File: src/rtl/ps2_pkg.sv
// ps2_pkg -- shared constants and types for the PS/2 keyboard receiver.
//   Scan codes for the prefixes and the five game keys, the event record
//   pushed into the event FIFO, and the state enums for the frame and decode FSMs.
package ps2_pkg;

  localparam logic [7:0] SC_E0     = 8'hE0;
  localparam logic [7:0] SC_F0     = 8'hF0;
  localparam logic [7:0] SC_LEFT   = 8'h6B;
  localparam logic [7:0] SC_RIGHT  = 8'h74;
  localparam logic [7:0] SC_ROTATE = 8'h75;
  localparam logic [7:0] SC_DOWN   = 8'h72;
  localparam logic [7:0] SC_DROP   = 8'h29;

  typedef struct packed {
    logic       ext;
    logic       brk;
    logic [7:0] code;
  } ps2_evt_t;

  typedef enum logic [1:0] {
    FR_IDLE,
    FR_DATA,
    FR_PARITY,
    FR_STOP
  } frame_state_t;

  typedef enum logic [1:0] {
    DEC_NORM,
    DEC_EXT,
    DEC_BRK,
    DEC_EXT_BRK
  } dec_state_t;

  // Odd parity holds when the byte plus its parity bit carry an odd number of ones.
  function automatic logic odd_parity_ok(input logic [7:0] data, input logic par);
    return ^{data, par};
  endfunction

endpackage

File: src/rtl/ps2_key_ctrl_if.sv
// ps2_key_ctrl_if -- key event stream from the PS/2 controller to the game logic.
//   evt_valid  head event present
//   evt_ready  consumer takes the head when evt_valid && evt_ready
//   evt_code   scan code with prefixes stripped
//   evt_ext    event was E0-prefixed
//   evt_break  event was a release
// master = controller side, slave = consumer side.
interface ps2_key_ctrl_if;
  logic       evt_valid;
  logic       evt_ready;
  logic [7:0] evt_code;
  logic       evt_ext;
  logic       evt_break;

  modport master (output evt_valid, evt_code, evt_ext, evt_break, input evt_ready);
  modport slave  (input evt_valid, evt_code, evt_ext, evt_break, output evt_ready);
endinterface

File: src/rtl/ps2_rx_frame.sv
// ps2_rx_frame -- PS/2 device-to-host frame receiver.
//   Synchronizes both pins, deglitches ps2_clk, shifts in 11-bit frames on the
//   filtered falling edges and reports each good byte or the reason it was dropped.
// Ports
//   clk, reset     system clock, synchronous active-high reset
//   ps2_clk/data   raw PS/2 pins (asynchronous)
//   byte_strobe    1-cycle pulse, rx_byte holds a good byte
//   rx_byte        last good byte
//   err_parity     1-cycle pulse, frame dropped on odd-parity failure
//   err_frame      1-cycle pulse, frame dropped on bad stop bit or inter-edge timeout
//
// state     | meaning
// FR_IDLE   | waiting for a start bit (fall with data low)
// FR_DATA   | shifting in 8 data bits, LSB first
// FR_PARITY | next fall carries the parity bit
// FR_STOP   | next fall carries the stop bit; byte is judged here
module ps2_rx_frame
  import ps2_pkg::*;
#(
  parameter int FILTER_LEN     = 8,
  parameter int TIMEOUT_CYCLES = 4000
) (
  input  logic       clk,
  input  logic       reset,
  input  logic       ps2_clk,
  input  logic       ps2_data,
  output logic       byte_strobe,
  output logic [7:0] rx_byte,
  output logic       err_parity,
  output logic       err_frame
);

  localparam int FW = $clog2(FILTER_LEN + 1);
  localparam int TW = $clog2(TIMEOUT_CYCLES + 1);

  logic [1:0]    clk_sync, data_sync;
  logic          clk_s, data_s;
  logic          clk_filt;
  logic [FW-1:0] filt_cnt;
  logic          filt_done, fall;

  frame_state_t  state, state_n;
  logic [7:0]    shift_reg;
  logic [2:0]    bit_cnt;
  logic          par_bit;
  logic [TW-1:0] to_cnt;
  logic          timeout;
  logic          strobe_n, perr_n, ferr_n;

  // Synchronizers reset to the idle (pulled-up) level so reset never fakes a fall.
  always_ff @(posedge clk) begin
    if (reset) begin
      clk_sync  <= 2'b11;
      data_sync <= 2'b11;
    end else begin
      clk_sync  <= {clk_sync[0], ps2_clk};
      data_sync <= {data_sync[0], ps2_data};
    end
  end

  assign clk_s  = clk_sync[1];
  assign data_s = data_sync[1];

  // filt_done marks the FILTER_LEN-th consecutive sample differing from the filtered level.
  assign filt_done = (clk_s != clk_filt) && (filt_cnt == FW'(FILTER_LEN - 1));
  assign fall      = filt_done && clk_filt;

  always_ff @(posedge clk) begin
    if (reset) begin
      clk_filt <= 1'b1;
      filt_cnt <= '0;
    end else if (clk_s == clk_filt) begin
      filt_cnt <= '0;
    end else if (filt_done) begin
      clk_filt <= clk_s;
      filt_cnt <= '0;
    end else begin
      filt_cnt <= filt_cnt + FW'(1);
    end
  end

  // Abort when TIMEOUT_CYCLES pass inside a frame without a fall.
  assign timeout = (state != FR_IDLE) && !fall && (to_cnt == TW'(TIMEOUT_CYCLES - 1));

  always_ff @(posedge clk) begin
    if (reset) state <= FR_IDLE;
    else       state <= state_n;
  end

  always_comb begin
    state_n  = state;
    strobe_n = 1'b0;
    perr_n   = 1'b0;
    ferr_n   = 1'b0;
    if (timeout) begin
      state_n = FR_IDLE;
      ferr_n  = 1'b1;
    end else if (fall) begin
      case (state)
        FR_IDLE:   if (!data_s) state_n = FR_DATA;
        FR_DATA:   if (bit_cnt == 3'd7) state_n = FR_PARITY;
        FR_PARITY: state_n = FR_STOP;
        FR_STOP: begin
          state_n = FR_IDLE;
          // A bad stop bit masks a parity fault.
          if (!data_s)                             ferr_n   = 1'b1;
          else if (!odd_parity_ok(shift_reg, par_bit)) perr_n = 1'b1;
          else                                     strobe_n = 1'b1;
        end
        default:   state_n = FR_IDLE;
      endcase
    end
  end

  always_ff @(posedge clk) begin
    if (reset) begin
      byte_strobe <= 1'b0;
      err_parity  <= 1'b0;
      err_frame   <= 1'b0;
      rx_byte     <= '0;
      shift_reg   <= '0;
      bit_cnt     <= '0;
      par_bit     <= 1'b0;
      to_cnt      <= '0;
    end else begin
      byte_strobe <= strobe_n;
      err_parity  <= perr_n;
      err_frame   <= ferr_n;
      if (strobe_n) rx_byte <= shift_reg;
      if (fall && state == FR_IDLE) bit_cnt <= '0;
      if (fall && state == FR_DATA) begin
        shift_reg <= {data_s, shift_reg[7:1]};
        bit_cnt   <= bit_cnt + 3'd1;
      end
      if (fall && state == FR_PARITY) par_bit <= data_s;
      if (state == FR_IDLE || fall) to_cnt <= '0;
      else                          to_cnt <= to_cnt + TW'(1);
    end
  end

endmodule

File: src/rtl/ps2_key_ctrl.sv
// ps2_key_ctrl -- host-side PS/2 keyboard controller (receive only).
//   Turns the received byte stream into make/break events, queues them in a
//   small FIFO and tracks held levels of the five game keys.
// Ports
//   clk, reset        system clock, synchronous active-high reset
//   ps2_clk/ps2_data  PS/2 pins (inputs only, never driven)
//   evt               event stream, master side of ps2_key_ctrl_if
//   key_*             held levels for left/right/rotate/down/drop
//   err_parity        pulse: frame dropped on parity
//   err_frame         pulse: frame dropped on stop bit or timeout
//   err_overflow      pulse: event dropped, FIFO full
//
// state       | meaning
// DEC_NORM    | no prefix pending
// DEC_EXT     | E0 seen
// DEC_BRK     | F0 seen
// DEC_EXT_BRK | E0 and F0 seen (either order)
module ps2_key_ctrl
  import ps2_pkg::*;
#(
  parameter int FILTER_LEN     = 8,
  parameter int TIMEOUT_CYCLES = 4000,
  parameter int FIFO_DEPTH     = 4
) (
  input  logic          clk,
  input  logic          reset,
  input  logic          ps2_clk,
  input  logic          ps2_data,
  ps2_key_ctrl_if.master evt,
  output logic          key_left,
  output logic          key_right,
  output logic          key_rotate,
  output logic          key_down,
  output logic          key_drop,
  output logic          err_parity,
  output logic          err_frame,
  output logic          err_overflow
);

  localparam int AW = $clog2(FIFO_DEPTH);
  localparam int PW = AW + 1;

  logic       byte_strobe;
  logic [7:0] rx_byte;

  ps2_rx_frame #(
    .FILTER_LEN    (FILTER_LEN),
    .TIMEOUT_CYCLES(TIMEOUT_CYCLES)
  ) u_rx (
    .clk        (clk),
    .reset      (reset),
    .ps2_clk    (ps2_clk),
    .ps2_data   (ps2_data),
    .byte_strobe(byte_strobe),
    .rx_byte    (rx_byte),
    .err_parity (err_parity),
    .err_frame  (err_frame)
  );

  dec_state_t dec, dec_n;
  logic       emit;
  ps2_evt_t   emit_evt;

  always_ff @(posedge clk) begin
    if (reset) dec <= DEC_NORM;
    else       dec <= dec_n;
  end

  always_comb begin
    dec_n         = dec;
    emit          = 1'b0;
    emit_evt.code = rx_byte;
    emit_evt.ext  = (dec == DEC_EXT) || (dec == DEC_EXT_BRK);
    emit_evt.brk  = (dec == DEC_BRK) || (dec == DEC_EXT_BRK);
    if (byte_strobe) begin
      if (rx_byte == SC_E0) begin
        if (dec == DEC_NORM)     dec_n = DEC_EXT;
        else if (dec == DEC_BRK) dec_n = DEC_EXT_BRK;
      end else if (rx_byte == SC_F0) begin
        if (dec == DEC_NORM)     dec_n = DEC_BRK;
        else if (dec == DEC_EXT) dec_n = DEC_EXT_BRK;
      end else begin
        emit  = 1'b1;
        dec_n = DEC_NORM;
      end
    end
  end

  // Levels follow every emitted event, including ones the FIFO drops.
  always_ff @(posedge clk) begin
    if (reset) begin
      key_left   <= 1'b0;
      key_right  <= 1'b0;
      key_rotate <= 1'b0;
      key_down   <= 1'b0;
      key_drop   <= 1'b0;
    end else if (emit) begin
      case (emit_evt.code)
        SC_LEFT:   key_left   <= !emit_evt.brk;
        SC_RIGHT:  key_right  <= !emit_evt.brk;
        SC_ROTATE: key_rotate <= !emit_evt.brk;
        SC_DOWN:   key_down   <= !emit_evt.brk;
        SC_DROP:   key_drop   <= !emit_evt.brk;
        default:   ;
      endcase
    end
  end

  ps2_evt_t        mem [FIFO_DEPTH];
  logic [PW-1:0]   wr_ptr, rd_ptr;
  logic            empty, full, pop, push;
  ps2_evt_t        head;

  assign empty = (wr_ptr == rd_ptr);
  assign full  = (wr_ptr[AW] != rd_ptr[AW]) && (wr_ptr[AW-1:0] == rd_ptr[AW-1:0]);
  assign pop   = evt.evt_valid && evt.evt_ready;
  // A pop in the same cycle frees the slot the push writes into.
  assign push  = emit && (!full || pop);
  assign head  = mem[rd_ptr[AW-1:0]];

  always_ff @(posedge clk) begin
    if (push) mem[wr_ptr[AW-1:0]] <= emit_evt;
  end

  always_ff @(posedge clk) begin
    if (reset) begin
      wr_ptr       <= '0;
      rd_ptr       <= '0;
      err_overflow <= 1'b0;
    end else begin
      if (push) wr_ptr <= wr_ptr + PW'(1);
      if (pop)  rd_ptr <= rd_ptr + PW'(1);
      err_overflow <= emit && full && !pop;
    end
  end

  // Gating with valid keeps the outputs at zero after reset without clearing the array.
  assign evt.evt_valid = !empty;
  assign evt.evt_code  = evt.evt_valid ? head.code : 8'h00;
  assign evt.evt_ext   = evt.evt_valid && head.ext;
  assign evt.evt_break = evt.evt_valid && head.brk;

endmodule

File: src/flat_wrapper.sv
// flat-port wrapper written by rule: the top's interface ports become plain ports
module ps2_key_ctrl_flat import ps2_pkg::*;
#(
  parameter int FILTER_LEN     = 8,
  parameter int TIMEOUT_CYCLES = 4000,
  parameter int FIFO_DEPTH     = 4
)
  (clk, reset, ps2_clk, ps2_data, key_left, key_right, key_rotate, key_down, key_drop, err_parity, err_frame, err_overflow, evt_evt_valid, evt_evt_code, evt_evt_ext, evt_evt_break, evt_evt_ready);
  ps2_key_ctrl_if evt_i ();
  input  logic clk;
  input  logic reset;
  input  logic ps2_clk;
  input  logic ps2_data;
  output logic key_left;
  output logic key_right;
  output logic key_rotate;
  output logic key_down;
  output logic key_drop;
  output logic err_parity;
  output logic err_frame;
  output logic err_overflow;
  output wire logic [$bits(evt_i.evt_valid)-1:0] evt_evt_valid;
  output wire logic [$bits(evt_i.evt_code)-1:0] evt_evt_code;
  output wire logic [$bits(evt_i.evt_ext)-1:0] evt_evt_ext;
  output wire logic [$bits(evt_i.evt_break)-1:0] evt_evt_break;
  input wire logic [$bits(evt_i.evt_ready)-1:0] evt_evt_ready;
  assign evt_evt_valid = evt_i.evt_valid;
  assign evt_evt_code = evt_i.evt_code;
  assign evt_evt_ext = evt_i.evt_ext;
  assign evt_evt_break = evt_i.evt_break;
  assign evt_i.evt_ready = evt_evt_ready;
  ps2_key_ctrl #(.FILTER_LEN(FILTER_LEN), .TIMEOUT_CYCLES(TIMEOUT_CYCLES), .FIFO_DEPTH(FIFO_DEPTH)) u_core (.clk(clk), .reset(reset), .ps2_clk(ps2_clk), .ps2_data(ps2_data), .evt(evt_i), .key_left(key_left), .key_right(key_right), .key_rotate(key_rotate), .key_down(key_down), .key_drop(key_drop), .err_parity(err_parity), .err_frame(err_frame), .err_overflow(err_overflow));
endmodule
File: config.mk
export PLATFORM = sky130hd
export DESIGN_NAME = ps2_key_ctrl_flat
export DESIGN_NICKNAME = d
export VERILOG_FILES = /design/src/rtl/ps2_pkg.sv /design/src/rtl/ps2_key_ctrl_if.sv /design/src/rtl/ps2_rx_frame.sv /design/src/rtl/ps2_key_ctrl.sv /design/src/flat_wrapper.sv
export SDC_FILE = /design/constraint.sdc
export NUM_CORES = 1
export LEC_CHECK = 0
export CAP_MARGIN = 25
export CORE_AREA = 3 3 89 91
export DETAILED_ROUTE_END_ITERATION = 16
export DIE_AREA = 0 0 92 94
export PLACE_DENSITY = 0.78
export SYNTH_ARGS = -nofsm -noshare
export SYNTH_HDL_FRONTEND = slang
export SYNTH_SLANG_ARGS = --single-unit
File: constraint.sdc
create_clock -name clk -period 2.1 [get_ports clk]
set_input_delay 0.42 -clock clk [delete_from_list [all_inputs] [get_ports clk]]
set_output_delay 0.42 -clock clk [all_outputs]
set_load 0.02 [all_outputs]
* Word level (Yosys, flattened, before mapping)
Memories as Yosys holds them, arrays and structs flattened. A register that Yosys moved wholly into a read port is not among the register bits.
Index checks and enable logic that the tools add are counted.
** Cells by class
- Equal/unequal tests :: 25
- Reduce and logical (&&, ||, !) cells :: 40
- Shifts and indexed selects :: 0
- Muxes and demuxes :: 29
- Multiply operators :: 0
- Divide/modulo/power cells :: 0
- Add/subtract/negate cells :: 5
- Bitwise logic cells :: 4
- Order comparisons :: 0
** Operators by type and width (number)
- $eq 8x7->1 const B :: 4
- $mux 2 :: 10
- $eq 8x8->1 const B :: 2
- $mux 1 :: 15
- $logic_and 1x1->1 :: 14
- $add 12x1->12 const B :: 1
- $eq 12x12->1 const B :: 1
- $reduce_and 2->1 :: 6
- $add 3x1->3 const B :: 3
- $reduce_xor 9->1 :: 1
- $eq 2x2->1 const B :: 4
- $eq 8x6->1 const B :: 1
- $mux 8 :: 1
- $pmux 2 s4 :: 1
- $mux 3 :: 2
- $reduce_and 3->1 :: 2
- $logic_not 1->1 :: 5
- $reduce_or 5->1 :: 1
- $add 4x1->4 const B :: 1
- $eq 2x1->1 const B :: 2
- $eq 4x3->1 const B :: 1
- $logic_not 2->1 :: 2
- $logic_or 1x1->1 :: 4
- $ne 2x2->1 const B :: 2
- other kinds (11) :: 17
** Word-level totals
- Flip-flop bits (word level) :: 60
- Memories :: 1
- Logic and storage cells :: 126
- Output and inout port bits :: 19
- Latch bits :: 0
- Bits of input ports :: 5
- Memory bits (read-only) :: 0
- RAM bits :: 40
** Memories
- u_core.mem :: words 4, bits a word 10, read ports 1, clocked after memory_dff 1, wr ports 1, RTL line ps2_key_ctrl.sv:109 : ps2_evt_t mem [FIFO_DEPTH];

* Longest topological paths before layout
Gate-level depths: netlist (run 1).
- Depth in word-level cells :: 7
- Depth in mapped cells :: 8
- Mapped depth without buffers :: 7

* By module
Synthesis (run 1) repeated with hierarchy kept, for this count alone.
** Unflattened totals
- Cells, all modules :: 351
- Area, all modules :: 4355.4 µm²
** Modules (own cells, without submodules)
- ps2_key_ctrl :: area an instance 2346.0 µm², sequential area each 1521.5 µm², times used 1, cells each 151
- ps2_rx_frame :: area an instance 2009.4 µm², sequential area each 920.9 µm², times used 1, cells each 200

* Worst setup path before layout (run 1)
Ideal clock, no wire load.
- Path kind :: flip-flop to flip-flop
- Start :: register u_core.u_rx.filt_cnt[0]
- End :: register u_core.u_rx.rx_byte[0]
- Period minus slack after synthesis :: 1.754 ns
- Data required time :: 2.028 ns
- Stages on the path, launching flop included :: 9
- Arrival time :: 1.682 ns
- Path slack :: 0.346 ns
- Setup time :: 0.072 ns
- Cells stage by stage :: dfxtp_1 -> ha_1 -> nand3b_1 -> nor3b_1 -> buf_2 -> nand3_1 -> and2b_1 -> buf_6 -> mux2i_1
** Between the ends
- Word-level cells in the longest chain between the ends :: 7
** RTL lines
- start, declared :: RTL line ps2_rx_frame.sv:39 : logic [FW-1:0] filt_cnt;
- start signal, assigned :: RTL line ps2_rx_frame.sv:78 : filt_cnt <= filt_cnt + FW'(1);
- $eq 4x3->1 (*) :: RTL line ps2_rx_frame.sv:65 : assign filt_done = (clk_s != clk_filt) && (filt_cnt == FW'(FILTER_LEN - 1));
- $logic_and 1x1->1 (*) :: RTL line ps2_rx_frame.sv:65
- $logic_and 1x1->1 (*) :: RTL line ps2_rx_frame.sv:66 : assign fall = filt_done && clk_filt;
- $logic_not 1->1 :: RTL line ps2_rx_frame.sv:83 : assign timeout = (state != FR_IDLE) && !fall && (to_cnt == TW'(TIMEOUT_CYCLES - 1));
- $logic_and 1x1->1 (2 in a row) :: RTL line ps2_rx_frame.sv:83
- $mux 1 (*) :: RTL line ps2_rx_frame.sv:95 : if (timeout) begin
- end signal, assigned :: RTL line ps2_rx_frame.sv:129 : if (strobe_n) rx_byte <= shift_reg;
- end, declared :: RTL line ps2_rx_frame.sv:28 : output logic [7:0] rx_byte,
Mark *: on every way between the ends. The rest lies on a longest branch, timed or not.
A chain may end at the register's enable or synchronous reset.

==> results of run 1 <==
-- layout by cell type (no fill, tap or decap), types with 8 or more instances in the layout --
cell type | netlist | final
a21oi_1 | 16 | 16
buf_4 | 0 | 11
clkbuf_8 | 0 | 9
clkdlybuf4s50_1 | 0 | 12
dfxtp_1 | 62 | 61
edfxtp_1 | 40 | 40
ha_1 | 14 | 14
inv_1 | 10 | 10
mux2i_1 | 12 | 12
mux4_2 | 10 | 10
nand2_1 | 25 | 25
nand2b_1 | 17 | 17
nand3_1 | 11 | 11
nor2_1 | 38 | 38
xnor2_1 | 18 | 18
xor2_1 | 9 | 8
-- layout make-up --
type | instances | area, um2 | share of cell area
Inverter | 10 | 37.54 | 0.007593
Clock buffer | 10 | 127.6 | 0.02582
Clock inverter | 5 | 52.55 | 0.01063
Sequential cell | 102 | 2444 | 0.4943
Multi-Input combinational cell | 233 | 1717 | 0.3473
Timing Repair Buffer | 41 | 441.7 | 0.08934
Tap cell | 99 | 123.9 | 0.02506
-- power groups by stage --
stage / clock (W) / combinational, W / sequential, W
2_1_floorplan: 0 / 0.0000247 / 0.00210
3_3_place_gp: 0 / 0.0000407 / 0.00210
3_5_place_dp: 0 / 0.0000415 / 0.00210
4_1_cts: 0.00118 / 0.0000419 / 0.00205
5_1_grt: 0.00124 / 0.0000455 / 0.00206
6_report: 0.00114 / 0.0000412 / 0.00205
-- critical path, stage by stage (launching register included) --
cell and delay, ns:
dfxtp_2 0.35, buf_12 0.12, buf_4 0.11, mux4_2 0.47
and2_1 0.16, buf_2 0.15
-- repair_timing --
action / 4_1_cts / 5_1_grt
setup endpoints to repair: 11 / 21
cloned: 0 / 0
gates resized for setup: 42 / 27
buffers inserted: 3 / 2
pin swaps: 0 / 6
-- per-layer routing --
metal / share of wire / wire (um) / vias to the layer above
met5: 0 / 0 / -
met4: 0.018 / 121 / 0
met3: 0.029 / 197 / 9
met2: 0.50 / 3431 / 41
met1: 0.46 / 3156 / 1255
li1: - / - / 1326
-- worst paths after layout --
| kind | startpoint | end | slack [ns] | depth (start not counted) |
|---|---|---|---|---|
| worst min-delay path | u_core.u_rx.data_sync[0] | u_core.u_rx.data_sync[1] | 0.41 | 1 |
| worst max-delay path | flop | evt_evt_code[7] | -0.03 | 5 |
| worst min register to register | u_core.u_rx.data_sync[0] | u_core.u_rx.data_sync[1] | 0.41 | 1 |
| worst max register to register | u_core.u_rx.rx_byte[5] | u_core.wr_ptr[2] | 0.25 | 5 |
-- cell families (layout without fill, tap and decap cells) --
kind of cell    after synthesis  count (layout)
compound gates               29              29
flops                       102             102
xor+xnor                     28              28
simple gates                140             140
fa+ha+maj                    14              14
buf+inv                      24              66
mux                          22              22
-- through the flow --
step           utilization  area, um2
6_report            0.6852       4943
5_1_grt             0.6852       4943
4_1_cts             0.6729       4855
3_5_place_dp        0.6504       4692
3_3_place_gp        0.6504       4692
2_1_floorplan            -       4230
==> impl_metrics.py, run 1 <==
metrics = {
    "status": {
        "outcome": "finished, violations left",
        "violations": "negative setup slack",
    },
    "finish": {
        "fin_nets": 416,
        "fillCellCount": 553,
        "stdcell_count": 500,
        "syn_to_final_growth_pct": 16.86,
        "largest_reg_flops": 40,
        "layout-drive-gt1-share": 0.1671,
        "diodes": 0,
    },
    "global_route": {
        "grt_max_degree": 52,
        "grt_use_met2": 0.2993,
        "grt-ovfl-total": 0,
        "grt_pass1_wl_um": 12050,
        "grt_use_met3": 0.02564,
        "busiest_layer": "met2",
        "grt_pass1_vias": 2555,
        "gr-usage-all-layers": 0.1758,
        "use_met1": 0.2249,
        "antenna_found_initial": 0,
    },
    "logic_synthesis": {
        "netlist_area_um2": 4230,
        "avgSynthCellArea_um2": 11.78,
        "synth_cell_types": 42,
        "yosysMostFrequentCell": "dfxtp_1",
        "muxShareOfSynthArea": 0.08163,
        "ys_seq_area_frac": 0.5773,
        "synth-simple-area-share": 0.1718,
        "yosysTopAreaCell": "dfxtp_1",
        "synth_top_family_by_area": "simple AND/OR/NAND/NOR gates",
        "async_flop_share": 0,
        "synth_edf_count": 40,
        "synthCells": 359,
        "yosys-top-cells-count": "dfxtp_1 (62), edfxtp_1 (40), nor2_1 (38)",
        "ys_top_cells_by_area": "dfxtp_1 (29%), edfxtp_1 (28%), mux4_2 (5.3%)",
        "synth_compound_area_frac": 0.04200,
        "ys_ff_latch": 102,
        "yosys.area_share.adder": 0.04141,
        "yosysWarnings": 0,
        "synth_ff_type": "dfxtp_1",
        "syn_nets": 378,
        "synth_xor_area_frac": 0.06152,
        "synth_top_area_frac": 0.2934,
    },
    "sta": {
        "max_freq_ghz": 0.4692,
        "skew_ns": 0.01073,
        "rsz0062_at_grt": "yes",
        "finalSetupTns_ns": -0.05796,
        "fin_ws_ns": -0.03122,
        "hold_viol_final": 0,
        "tightest_slew_ns": 0.5991,
        "finalCritPeriodShare": 1.015,
        "max-slew-margin-rel": 0.6006,
        "setup-violations-final": 3,
        "worst_hold_slack_ns": 0.4135,
        "period_minus_slack_ns": 2.131,
        "drv_slew": 0,
    },
    "power": {
        "internal_power_w": 0.002605,
        "power_density_nw_per_um2": 654.9,
        "comb_power_share": 0.013,
        "power.switching_w": 0.0006327,
        "pwr-share-clk": 0.353,
        "p_total_w": 0.003237,
        "switching_share": 0.1954,
        "power.leakage_nw": 1.840,
        "seqPwrFrac": 0.635,
        "ir_worst_vdd_v": 0.0005257,
    },
    "route": {
        "drc": 0,
        "vias_per_cell": 5.262,
        "wl_per_cell_um": 13.81,
        "wirelength_um": 6907,
        "ant_nets": 0,
        "vias": 2631,
        "drtIter0Drc": 130,
        "firstDrtPassIters": 4,
    },
    "clock_tree": {
        "clk_latency_ns": 0.35,
        "htreeDepth": 3,
        "cts.sinks": 102,
        "clockBufferDepth": 2,
        "cts.reportedPaths.clkPinSlew_ns": 0.09,
        "cts-root-buf": "clkbuf_8",
        "cts-hold-fix-buffers": 0,
        "cts_tree": "built",
        "cts_inserted_buffers": 9,
    },
    "floorplanning": {
        "io-pin-count": 24,
        "core-area_um2": 7214,
        "die_h_um": 94,
        "rows": 31,
        "die-area_um2": 8648,
        "dieWidth_um": 92,
        "initial_core_util": 0.5864,
    },
    "placed_design": {
        "place_ws_ns": -0.01208,
        "dp.cells": 480,
        "gp_congestion": 0.7692,
        "place_hpwl_um": 4766,
        "io_buffers": 23,
    },
    "run": {
        "max_cap_viol_count": 0,
    },
    "worst_setup_path": {
        "crit_fanout": 7,
        "startpoint_type": "flop",
        "end_kind": "output pin",
        "critPathArrivalTime_ns": 1.71,
        "crit_type": "reg -> out",
        "crit_required_ns": 1.68,
    },
    "hold_path": {
        "hold_path.class": "reg -> reg",
    },
}
(Power assumes the default switching activity.)
==> inputs of run 2 (changes only) <==
TNS_END_PERCENT = 50   (was unset)
==> run 2 against run 1 <==
  * The run still ends with negative setup slack left
  * Hold slack about the same
  * Combinational power about the same
  * Sequential cell count unchanged
  * Sequential power about the same
  * Via count about the same
  * Design area down 0.51%
  * Power about the same
  * Setup slack worse by 0.00092 ns
==> impl_metrics.py, run 2 (synthesis results as in run 1) <==
metrics = {
    "route": {
        "vias": 2630,
        "ant_nets": 0,
        "drc": 0,
        "wl_per_cell_um": 13.59,
        "firstDrtPassIters": 4,
        "vias_per_cell": 5.239,
        "drtIter0Drc": 102,
        "wirelength_um": 6820,
    },
    "sta": {
        "max-slew-margin-rel": 0.6005,
        "hold_viol_final": 0,
        "tightest_slew_ns": 0.5993,
        "max_freq_ghz": 0.4690,
        "setup-violations-final": 7,
        "rsz0062_at_grt": "yes",
        "worst_hold_slack_ns": 0.4133,
        "finalCritPeriodShare": 1.015,
        "period_minus_slack_ns": 2.132,
        "skew_ns": 0.01196,
        "drv_slew": 0,
        "fin_ws_ns": -0.03214,
        "finalSetupTns_ns": -0.1592,
    },
    "worst_setup_path": {
        "end_kind": "output pin",
        "crit_type": "reg -> out",
        "crit_required_ns": 1.68,
        "critPathArrivalTime_ns": 1.71,
        "startpoint_type": "flop",
        "cp_slowest_stage_delay_ns": 0.47,
        "crit_buf_inv": 3,
        "cp_cell_sequence": "buf_12, buf_4, mux4_2, and2_1, buf_2",
        "cp_top_family": "multiplexers",
        "cp_slowest_cell": "mux4_2",
        "crit_fanout": 9,
    },
    "finish": {
        "final-seq-area_um2": 2444,
        "fin_util": 0.6818,
        "multi_input_area_um2": 1704,
        "layout_commonest_cell": "dfxtp_1",
        "fillCellCount": 561,
        "stdcell_count": 502,
        "diodes": 0,
        "layout-drive-gt1-share": 0.1588,
        "fin_nets": 418,
        "syn_to_final_growth_pct": 16.27,
        "mostFrequentLayoutCells": "dfxtp_1 (61), edfxtp_1 (40), nor2_1 (38)",
        "largest_reg_flops": 40,
    },
    "power": {
        "comb_power_share": 0.013,
        "internal_power_w": 0.002605,
        "seqPwrFrac": 0.634,
        "ir_worst_vdd_v": 0.0005269,
        "pwr-share-clk": 0.353,
        "power.leakage_nw": 1.846,
        "switching_share": 0.1958,
        "p_total_w": 0.003239,
        "power.switching_w": 0.0006343,
        "power_density_nw_per_um2": 658.6,
    },
    "clock_tree": {
        "cts_inserted_buffers": 9,
        "cts-root-buf": "clkbuf_8",
        "cts.sinks": 102,
        "cts.reportedPaths.clkPinSlew_ns": 0.09,
        "cts_tree": "built",
        "clk_latency_ns": 0.35,
        "clockBufferDepth": 2,
        "cts-hold-fix-buffers": 0,
        "htreeDepth": 3,
    },
    "placed_design": {
        "dp.cells": 480,
        "io_buffers": 23,
        "place_hpwl_um": 4766,
        "gp_congestion": 0.7692,
    },
    "floorplanning": {
        "dieWidth_um": 92,
        "io-pin-count": 24,
        "core-area_um2": 7214,
        "initial_core_util": 0.5864,
        "die-area_um2": 8648,
        "die_h_um": 94,
        "rows": 31,
    },
    "global_route": {
        "gr-usage-all-layers": 0.1746,
        "grt_pass1_vias": 2539,
        "antenna_found_initial": 0,
        "grt_pass1_wl_um": 11980,
        "grt-ovfl-total": 0,
        "grt_max_degree": 52,
    },
    "status": {
        "violations": "negative setup slack",
        "outcome": "finished, violations left",
    },
    "run": {
        "max_cap_viol_count": 0,
    },
    "hold_path": {
        "hold_path.class": "reg -> reg",
    },
}
==> run 2: area by class of cell <==
cell class                      count  share of cell area
Tap cell                           99             0.02518
Timing Repair Buffer               43             0.08726
Clock buffer                       10             0.02595
Clock inverter                      5             0.01068
Inverter                           10            0.007632
Multi-Input combinational cell    233              0.3465
Sequential cell                   102              0.4968
==> run 2: metrics by stage <==
step	instance area, um2	worst slack [ns]
final	4918	-0.03214
after detailed placement	4692	-0.01208
after global routing	4918	-0.09485
after floorplan	4230	0.3462
after CTS	4828	-0.09334
after global placement	4692	-0.002920
==> run 2: layer usage <==
metal | part of all wire | vias up | track usage | wire [um]
li1 | - | 1332 | - | -
met5 | 0 | - | 0 | 0
met2 | 0.49 | 44 | 0.2968 | 3339
met3 | 0.030 | 9 | 0.02564 | 202
met4 | 0.018 | 0 | 0.07550 | 121
met1 | 0.46 | 1245 | 0.2233 | 3156
==> run 2: power by group through the flow <==
| stage | Combinational [W] | Sequential [W] | Clock, W |
|---|---|---|---|
| after floorplan | 0.0000247 | 0.00210 | 0 |
| after global placement | 0.0000407 | 0.00210 | 0 |
| after detailed placement | 0.0000415 | 0.00210 | 0 |
| after CTS | 0.0000419 | 0.00205 | 0.00118 |
| after global routing | 0.0000455 | 0.00206 | 0.00124 |
| final | 0.0000415 | 0.00205 | 0.00114 |
==> run 2: repair_timing <==
action,4_1_cts,5_1_grt
endpoints found under the hold margin,0,0
setup buffers,0,7
pin swaps,0,1
gates resized for setup,41,10
endpoints found under the setup margin,11,24
cloned,0,0
==> run 2: path summary, 6_finish.rpt <==
path / start / end / slack [ns] / depth (start not counted)
setup reg to reg: u_core.u_rx.rx_byte[6] / u_core.wr_ptr[2] / 0.25 / 5
hold / removal: u_core.u_rx.data_sync[0] / u_core.u_rx.data_sync[1] / 0.41 / 1
hold reg to reg: u_core.u_rx.data_sync[0] / u_core.u_rx.data_sync[1] / 0.41 / 1
setup / recovery: flop / evt_evt_code[3] / -0.03 / 5
